### src/rtl/serial_add_ctrl.sv
// serial_add_ctrl
//   Shares one 1-bit full-adder cell between two requesters and performs
//   WIDTH-bit additions bit-serially, LSB first. Round-robin arbitration
//   picks a winner in IDLE; the winner's operands are then shifted through
//   the adder cell over WIDTH cycles.
//
// Ports:
//   clk, rst_n           clock, synchronous active-low reset
//   req0/a0/b0/cin0      requester 0 request, operands, carry-in
//   req1/a1/b1/cin1      requester 1 request, operands, carry-in
//   gnt0, gnt1           one-cycle pulse: operands of that requester captured
//   busy                 high while an addition is in progress
//   done, done_id        one-cycle result-valid pulse and owning requester
//   sum, cout            result and final carry, held until the next done
//   ovf                  signed overflow of the completed add
//                        (present only when SERIAL_ADD_OVF_EN is defined)
//
// Optional feature macro: SERIAL_ADD_OVF_EN

// Single-bit full-adder cell shared by both requesters.
module serial_add_fa (
    input  logic a,
    input  logic b,
    input  logic ci,
    output logic s,
    output logic co
);
    assign s  = a ^ b ^ ci;
    assign co = (a & b) | (a & ci) | (b & ci);
endmodule

module serial_add_ctrl #(
    parameter int WIDTH = 8
) (
    input  logic             clk,
    input  logic             rst_n,
    input  logic             req0,
    input  logic [WIDTH-1:0] a0,
    input  logic [WIDTH-1:0] b0,
    input  logic             cin0,
    input  logic             req1,
    input  logic [WIDTH-1:0] a1,
    input  logic [WIDTH-1:0] b1,
    input  logic             cin1,
    output logic             gnt0,
    output logic             gnt1,
    output logic             busy,
    output logic             done,
    output logic             done_id,
    output logic [WIDTH-1:0] sum,
`ifdef SERIAL_ADD_OVF_EN
    output logic             ovf,
`endif
    output logic             cout
);

    typedef enum logic {IDLE, RUN} state_t;

    // Counter needs at least one bit even for WIDTH == 1.
    localparam int CW = (WIDTH > 1) ? $clog2(WIDTH) : 1;
    localparam logic [CW-1:0] LAST_CNT = CW'(WIDTH - 1);

    state_t             state_q, state_d;
    logic [WIDTH-1:0]   a_sh_q, a_sh_d;
    logic [WIDTH-1:0]   b_sh_q, b_sh_d;
    logic [WIDTH-1:0]   res_q, res_d;
    logic               carry_q, carry_d;
    logic [CW-1:0]      cnt_q, cnt_d;
    logic               last_q, last_d;
    logic               id_q, id_d;
    logic               gnt0_q, gnt0_d;
    logic               gnt1_q, gnt1_d;
    logic               done_q, done_d;
    logic               done_id_q, done_id_d;
    logic [WIDTH-1:0]   sum_q, sum_d;
    logic               cout_q, cout_d;
`ifdef SERIAL_ADD_OVF_EN
    logic               ovf_q, ovf_d;
`endif

    logic fa_s, fa_co;
    logic any_req;
    logic winner;
    logic last_bit;

    serial_add_fa u_fa (
        .a  (a_sh_q[0]),
        .b  (b_sh_q[0]),
        .ci (carry_q),
        .s  (fa_s),
        .co (fa_co)
    );

    assign any_req  = req0 | req1;
    // On a tie the requester that did not win last time gets the adder.
    assign winner   = (req0 && req1) ? ~last_q : req1;
    assign last_bit = (cnt_q == LAST_CNT);

    // State register and all datapath flops.
    always_ff @(posedge clk) begin
        if (!rst_n) begin
            state_q   <= IDLE;
            a_sh_q    <= '0;
            b_sh_q    <= '0;
            res_q     <= '0;
            carry_q   <= 1'b0;
            cnt_q     <= '0;
            last_q    <= 1'b1;
            id_q      <= 1'b0;
            gnt0_q    <= 1'b0;
            gnt1_q    <= 1'b0;
            done_q    <= 1'b0;
            done_id_q <= 1'b0;
            sum_q     <= '0;
            cout_q    <= 1'b0;
`ifdef SERIAL_ADD_OVF_EN
            ovf_q     <= 1'b0;
`endif
        end else begin
            state_q   <= state_d;
            a_sh_q    <= a_sh_d;
            b_sh_q    <= b_sh_d;
            res_q     <= res_d;
            carry_q   <= carry_d;
            cnt_q     <= cnt_d;
            last_q    <= last_d;
            id_q      <= id_d;
            gnt0_q    <= gnt0_d;
            gnt1_q    <= gnt1_d;
            done_q    <= done_d;
            done_id_q <= done_id_d;
            sum_q     <= sum_d;
            cout_q    <= cout_d;
`ifdef SERIAL_ADD_OVF_EN
            ovf_q     <= ovf_d;
`endif
        end
    end

    // Next-state logic.
    always_comb begin
        state_d = state_q;
        case (state_q)
            IDLE:    if (any_req)  state_d = RUN;
            RUN:     if (last_bit) state_d = IDLE;
            default: state_d = IDLE;
        endcase
    end

    // Datapath and output logic.
    always_comb begin
        a_sh_d    = a_sh_q;
        b_sh_d    = b_sh_q;
        res_d     = res_q;
        carry_d   = carry_q;
        cnt_d     = cnt_q;
        last_d    = last_q;
        id_d      = id_q;
        gnt0_d    = 1'b0;
        gnt1_d    = 1'b0;
        done_d    = 1'b0;
        done_id_d = done_id_q;
        sum_d     = sum_q;
        cout_d    = cout_q;
`ifdef SERIAL_ADD_OVF_EN
        ovf_d     = ovf_q;
`endif
        case (state_q)
            IDLE: begin
                if (any_req) begin
                    a_sh_d  = winner ? a1 : a0;
                    b_sh_d  = winner ? b1 : b0;
                    carry_d = winner ? cin1 : cin0;
                    cnt_d   = '0;
                    last_d  = winner;
                    id_d    = winner;
                    gnt0_d  = ~winner;
                    gnt1_d  = winner;
                end
            end
            RUN: begin
                a_sh_d  = a_sh_q >> 1;
                b_sh_d  = b_sh_q >> 1;
                // Each new sum bit enters at the MSB, so after WIDTH shifts
                // the first (LSB) bit has arrived at position 0.
                res_d   = (res_q >> 1) | (WIDTH'(fa_s) << (WIDTH - 1));
                carry_d = fa_co;
                cnt_d   = cnt_q + CW'(1);
                if (last_bit) begin
                    sum_d     = res_d;
                    cout_d    = fa_co;
                    done_id_d = id_q;
                    done_d    = 1'b1;
`ifdef SERIAL_ADD_OVF_EN
                    // carry_q is the carry into the MSB on the final step.
                    ovf_d     = carry_q ^ fa_co;
`endif
                end
            end
            default: ;
        endcase
    end

    assign busy    = (state_q == RUN);
    assign gnt0    = gnt0_q;
    assign gnt1    = gnt1_q;
    assign done    = done_q;
    assign done_id = done_id_q;
    assign sum     = sum_q;
    assign cout    = cout_q;
`ifdef SERIAL_ADD_OVF_EN
    assign ovf     = ovf_q;
`endif

endmodule

### config.mk
export PLATFORM = sky130hd
export DESIGN_NAME = serial_add_ctrl
export DESIGN_NICKNAME = d
export VERILOG_FILES = /design/src/rtl/serial_add_ctrl.sv
export SDC_FILE = /design/constraint.sdc
export NUM_CORES = 1
export LEC_CHECK = 0
export ABC_CLOCK_PERIOD_IN_PS = 1600
export BUFFER_PORTS_ARGS = -buffer_cell sky130_fd_sc_hd__buf_2
export CAP_MARGIN = 20
export CORE_ASPECT_RATIO = 1.1
export CORE_UTILIZATION = 26
export CTS_BUF_LIST = sky130_fd_sc_hd__clkbuf_16
export DETAILED_ROUTE_END_ITERATION = 10
export PLACE_DENSITY = 0.43
export SLEW_MARGIN = 10
export SYNTH_ARGS = -nofsm -noshare
export SYNTH_HDL_FRONTEND = slang
export SYNTH_SLANG_ARGS = --single-unit
### constraint.sdc
create_clock -name clk -period 1.6 [get_ports clk]
set_input_delay 0.32 -clock clk [delete_from_list [all_inputs] [get_ports clk]]
set_output_delay 0.32 -clock clk [all_outputs]
set_load 0.005 [all_outputs]
# --- After elaboration in Yosys (flattened, before gate mapping) ---
# Cells that the tools add are included.
totals:
  reg_bits: 44
  word_cells: 52
op_classes:
  add_sub_neg: 1
  n_eq_ne: 2
  muxes: 16
  bitwise: 14
  n_reduce_logical: 5
op_table:
  columns: ["operator", "n"]
  rows:
  - ["two-way mux 8 bit", 4]
  - ["case mux 8 bit (2 select lines)", 2]
  - ["bitwise OR 7 x 8 -> 8 bit", 1]
  - ["two-way mux 1 bit", 6]
  - ["case mux 3 bit (2 select lines)", 1]
  - ["AND reduction 2 bit", 3]
  - ["inverter 1 bit", 5]
  - ["case mux 1 bit (2 select lines)", 2]
  - ["adder 3 x 1 -> 3 bit (second input constant)", 1]
  - ["bitwise AND 1 bit", 3]
  - ["equality test 3 bit (second input constant)", 1]
  - ["two-way mux 3 bit", 1]
  - ["bitwise OR 1 bit", 3]
  - ["OR reduction 3 bit", 1]
  - ["!= test 2 bit (second input constant)", 1]
  - ["bitwise XOR 1 bit", 2]
  - ["logical AND 1 bit", 1]

# --- Depth between registers and ports, before layout ---
depth:
  ltp_word: 5
  depth_mapped: 6
  depth_no_buf: 5

# --- Cells and area by module ---
# From an unflattened synthesis, not the netlist that was laid out.
hier_totals:
  hier_cells: 220
  area_unflattened_um2: 2001.9
modules_own_cells:
  columns: ["module", "n_inst", "cells_each", "area_each_um2", "seq_area_each_um2"]
  rows:
  - ["serial_add_ctrl", 1, 219, 1981.9, 860.8]
  - ["serial_add_fa", 1, 1, 20.0, 0.0]

# --- Worst setup path after synthesis ---
# Ideal clock, no wire load.
synth_timing:
  path_kind: "input port to flip-flop"
  start: "in req0"
  end: "reg a_sh_q[0]"
  t_arrival_ns: 1.165
  required_ns: 1.473
  setup_slack_ns: 0.308
  stages: 6
  path_buffers: 3
  cell_sequence: "buf_6 -> or2_1 -> buf_6 -> buf_8 -> o311ai_1 -> a31oi_1"
synth_via:
  elab_chain_cells: 5
synth_rtl:
  columns: ["element", "line_no", "rtl"]
  rows:
  - ["start: declaration", "37", "input logic req0,"]
  - ["logical AND 1 bit", "96", "assign winner = (req0 && req1) ? ~last_q : req1;"]
  - ["two-way mux 1 bit", "96", null]
  - ["two-way mux 8 bit", "171", "a_sh_d = winner ? a1 : a0;"]
  - ["two-way mux 8 bit", "170", "if (any_req) begin"]
  - ["case mux 8 bit (2 select lines)", "168", "case (state_q)"]
  - ["end signal: assignment", "121", "a_sh_q <= a_sh_d;"]
  - ["end: declaration", "64", "logic [WIDTH-1:0] a_sh_q, a_sh_d;"]
# Parallel ways exist; a longest one is shown, timed or not. The select of a mux whose other input is x is not followed.
# A chain may end at the register's enable or synchronous reset.

# --- Worst setup path in the final report ---
layout_timing:
  start: "reg cnt_q[0]"
  end: "reg sum_q[7] (netlist: sum[7])"
layout_via:
  elab_chain_cells: 2
layout_rtl:
  columns: ["element", "line_no", "rtl"]
  rows:
  - ["start: declaration", "68", "logic [CW-1:0] cnt_q, cnt_d;"]
  - ["start signal: assignment", "125", "cnt_q <= cnt_d;"]
  - ["equality test 3 bit", "97", "assign last_bit = (cnt_q == LAST_CNT);"]
  - ["net last_bit", "84", "logic last_bit;"]
  - ["AND reduction 2 bit (no line)", null, null]
  - ["end signal: assignment", "132", "sum_q <= sum_d;"]
  - ["end: declaration", "75", "logic [WIDTH-1:0] sum_q, sum_d;"]
# The timed path passes the listed nets, and every way through them passes these cells.

==> impl_metrics.csv <==
group,metric,value,unit
synth,ys.flop_type,"dfxtp_1",
setup_path,regToRegStartpoint,"cnt_q[0]",
synth,synth-compound-area-share,19.4,%
detailed_routing,drtIter0Drc,54,
detailed_routing,drt-total-wl,4.41,mm
layout,antenna_cells,0,
timing,max_freq,0.722,GHz
setup_path,timing_worst_setup_path_type,"reg -> reg",
synth,synthesis.nets,261,
timing,tightest_slew,0.559,ns
power_and_ir_drop,total_power,2.63,mW
floorplanning,die_y,92.7,µm
synth,synth_top_family_by_area,"simple AND/OR/NAND/NOR gates",
synth,synthArstFlopShare,0,%
timing,tns,0,ns
timing,hold_slack,0.287,ns
setup_path,rr_endpoint,"sum[7]",
clocking,clk_pin_slew,0.07,ns
detailed_routing,routedWlPerCell,12.5,µm
grt,grt_usage,12.2,%
timing,timing.final.crit_share,86.5,%
placed_design,gp_congestion,0.643,
clocking,htree_levels,2,
timing,setup_violations,0,
timing,rsz0062_at_grt,"no",
floorplanning,fp-row-count,32,
synth,avgSynthCellArea,8.84,µm²
synth,synth_area_leaders,"dfxtp_1 44%, nand2_1 11%, mux2i_1 5.1%",
clocking,cts-buffers-inserted,5,
layout,drive_gt1_share,27.5,%
clocking,cts_root_buf,"clkbuf_16",
detailed_routing,num_vias,1609,
power_and_ir_drop,ir_worst_vdd,0.372,mV
clocking,cts.sinks,43,
detailed_routing,routed_via_density,4.55,
grt,overflow,0,
setup_path,end_kind,"flip-flop",
detailed_routing,first_pass_iters,7,
power_and_ir_drop,powerDensity,1080,mW/mm²
timing,min_period,1.38,ns
floorplanning,initial_utilization,27.3,%
floorplanning,core_area,0.00713,mm²
floorplanning,die_w,84.5,µm
clocking,insertion_delay,0.28,ns
setup_path,critical_path_required,1.81,ns
synth,synthDominantCellAreaShare,44.2,%
floorplanning,boundaryPins,52,
timing,drv_slew,0,
layout,syn_to_final_growth,25.6,%
setup_path,worstSetupStartpoint,"cnt_q[0]",
synth,ys_seq_area_share,44.2,%
synth,synth-simple-area-share,22.8,%
placed_design,dpl.hpwl,3.08,mm
worst_hold_path,worstHoldPathType,"in -> reg",
floorplanning,die_area,0.00783,mm²
synth,synth_edf_count,0,
setup_path,reg2regPathDepth,5,
synth,ys_seq_elements,43,
run_status,violations,"DRC",
power_and_ir_drop,p_leak,1.04,nW
timing,hold_viol,0,
synth,yosysWarnings,0,
clocking,cts_buffer_depth,2,
setup_path,worstPathMaxFanout,11,
grt,grt_max_degree,32,
synth,synth_top_area_cell,"dfxtp_1",
setup_path,critPathArrivalTime,1.59,ns
setup_path,critical_path.endpoint,"sum[7]",
synth,synth_xor_area_share,0,%
detailed_routing,drc,2,
setup_path,start_kind,"flip-flop",
synth,synth_fa_ha_area_share,2.32,%
synth,yosysUniqueCellTypes,30,
grt,grt_pass1_wl,7.57,mm
timing,finClkSkew,0.00839,ns
detailed_routing,antenna_left,0,
placed_design,dpl_cell_area,0.00227,mm²
synth,netlist_instances,220,
timing,worst_slack,0.215,ns
layout,finalInstanceArea,0.00244,mm²
placed_design,io_buffers,51,
timing,relSlewSlack,62.7,%
layout,nNetsFinal,309,
grt,antenna_found_initial,0,
setup_path,rrSetupSlack,0.22,ns
run_status,status,"finished, violations left",
grt,grt_pass1_vias,1595,
clocking,cts_tree,"built",
synth,synthMuxAreaShare,5.14,%
run,maxCapViolCount,0,
placed_design,pre_cts_slack,0.0516,ns
synth,netlist_area,0.00195,mm²
==> cells by family after synthesis <==
kind of cell	after synthesis
compound gates	49
fa+ha+maj	3
buf+inv	20
flops	43
mux	10
simple gates	95
==> routing by layer <==
metal	GRT usage, %	share of wire, %
met5	0	0
met2	19.7	46
met4	4.24	0.91
met1	15.5	49
met3	3.39	4.9
==> how the worst min path moves through the flow <==
stage / startpoint / end / slack, ns / cells after the start
2_1_floorplan: a_sh_q[7] / a_sh_q[7] / 0.42 / 2
3_3_place_gp: b_sh_q[7] / b_sh_q[7] / 0.43 / 2
3_5_place_dp: a_sh_q[7] / a_sh_q[7] / 0.44 / 2
4_1_cts: a0[1] / a_sh_q[1] / 0.28 / 3
5_1_grt: a0[5] / a_sh_q[5] / 0.29 / 3
6_report: a0[3] / a_sh_q[3] / 0.29 / 3
==> metrics by stage <==
stage,cells,utilization [%]
after floorplan,220,-
after global placement,346,31.9
after detailed placement,346,31.9
after CTS,354,34.3
after global routing,354,34.3
final,354,34.3
==> layout by cell type (no fill, tap or decap), types with 2 or more instances in the layout <==
cell type / n
dfxtp_1: 42
clkbuf_16: 5
o311ai_0: 6
nand2_1: 58
o21ai_0: 2
o311ai_1: 8
nand2b_1: 15
ha_1: 2
buf_2: 51
nand3b_1: 3
a31oi_1: 15
o22ai_1: 2
buf_4: 8
a21boi_0: 12
nor2_1: 4
nor2b_1: 9
mux2i_1: 10
==> area by class of cell <==
cell class / instances / area, µm²
fill: 775 / 4680
multi-input combinational: 157 / 967
sequential: 43 / 862
timing repair buffer: 60 / 335
clock buffer: 5 / 125
tap: 85 / 106
clock inverter: 3 / 43.8
inverter: 1 / 3.75
==> report_power, final <==
group	internal, mW	switching [mW]	total, mW
sequential	1.13	0.0338	1.16
clock	0.736	0.438	1.17
combinational	0.150	0.150	0.299
total	2.01	0.621	2.63
==> synth_stat cells, drive strengths merged (2+ instances only) <==
library cell	number
o311ai	15
a21boi	13
and2	2
clkbuf	6
nand2b	15
mux2i	10
buf	13
nand3b	3
nor2b	9
dfxtp	43
nand2	58
a31oi	15
o21ai	2
o22ai	2
nor2	4
ha	2
==> registers in the layout (all words and copies together), names as in the netlist, 3 cells and up <==
register	flops
cnt_q	3
b_sh_q	8
res_q	7
sum	8
a_sh_q	8
==> what timing repair did <==
action,4_1_cts,5_1_grt
setup buffers,0,0
setup endpoints to repair,0,1
hold buffers,0,0
resized for setup,0,1
==> worst max-delay path, stage by stage, from the launching register on <==
cell and delay, ns:
dfxtp_1 0.32, ha_1 0.20, ha_1 0.20, nand2_1 0.33, nand2_1 0.09, a21boi_0 0.17
Power figures use the tool's default switching activity.
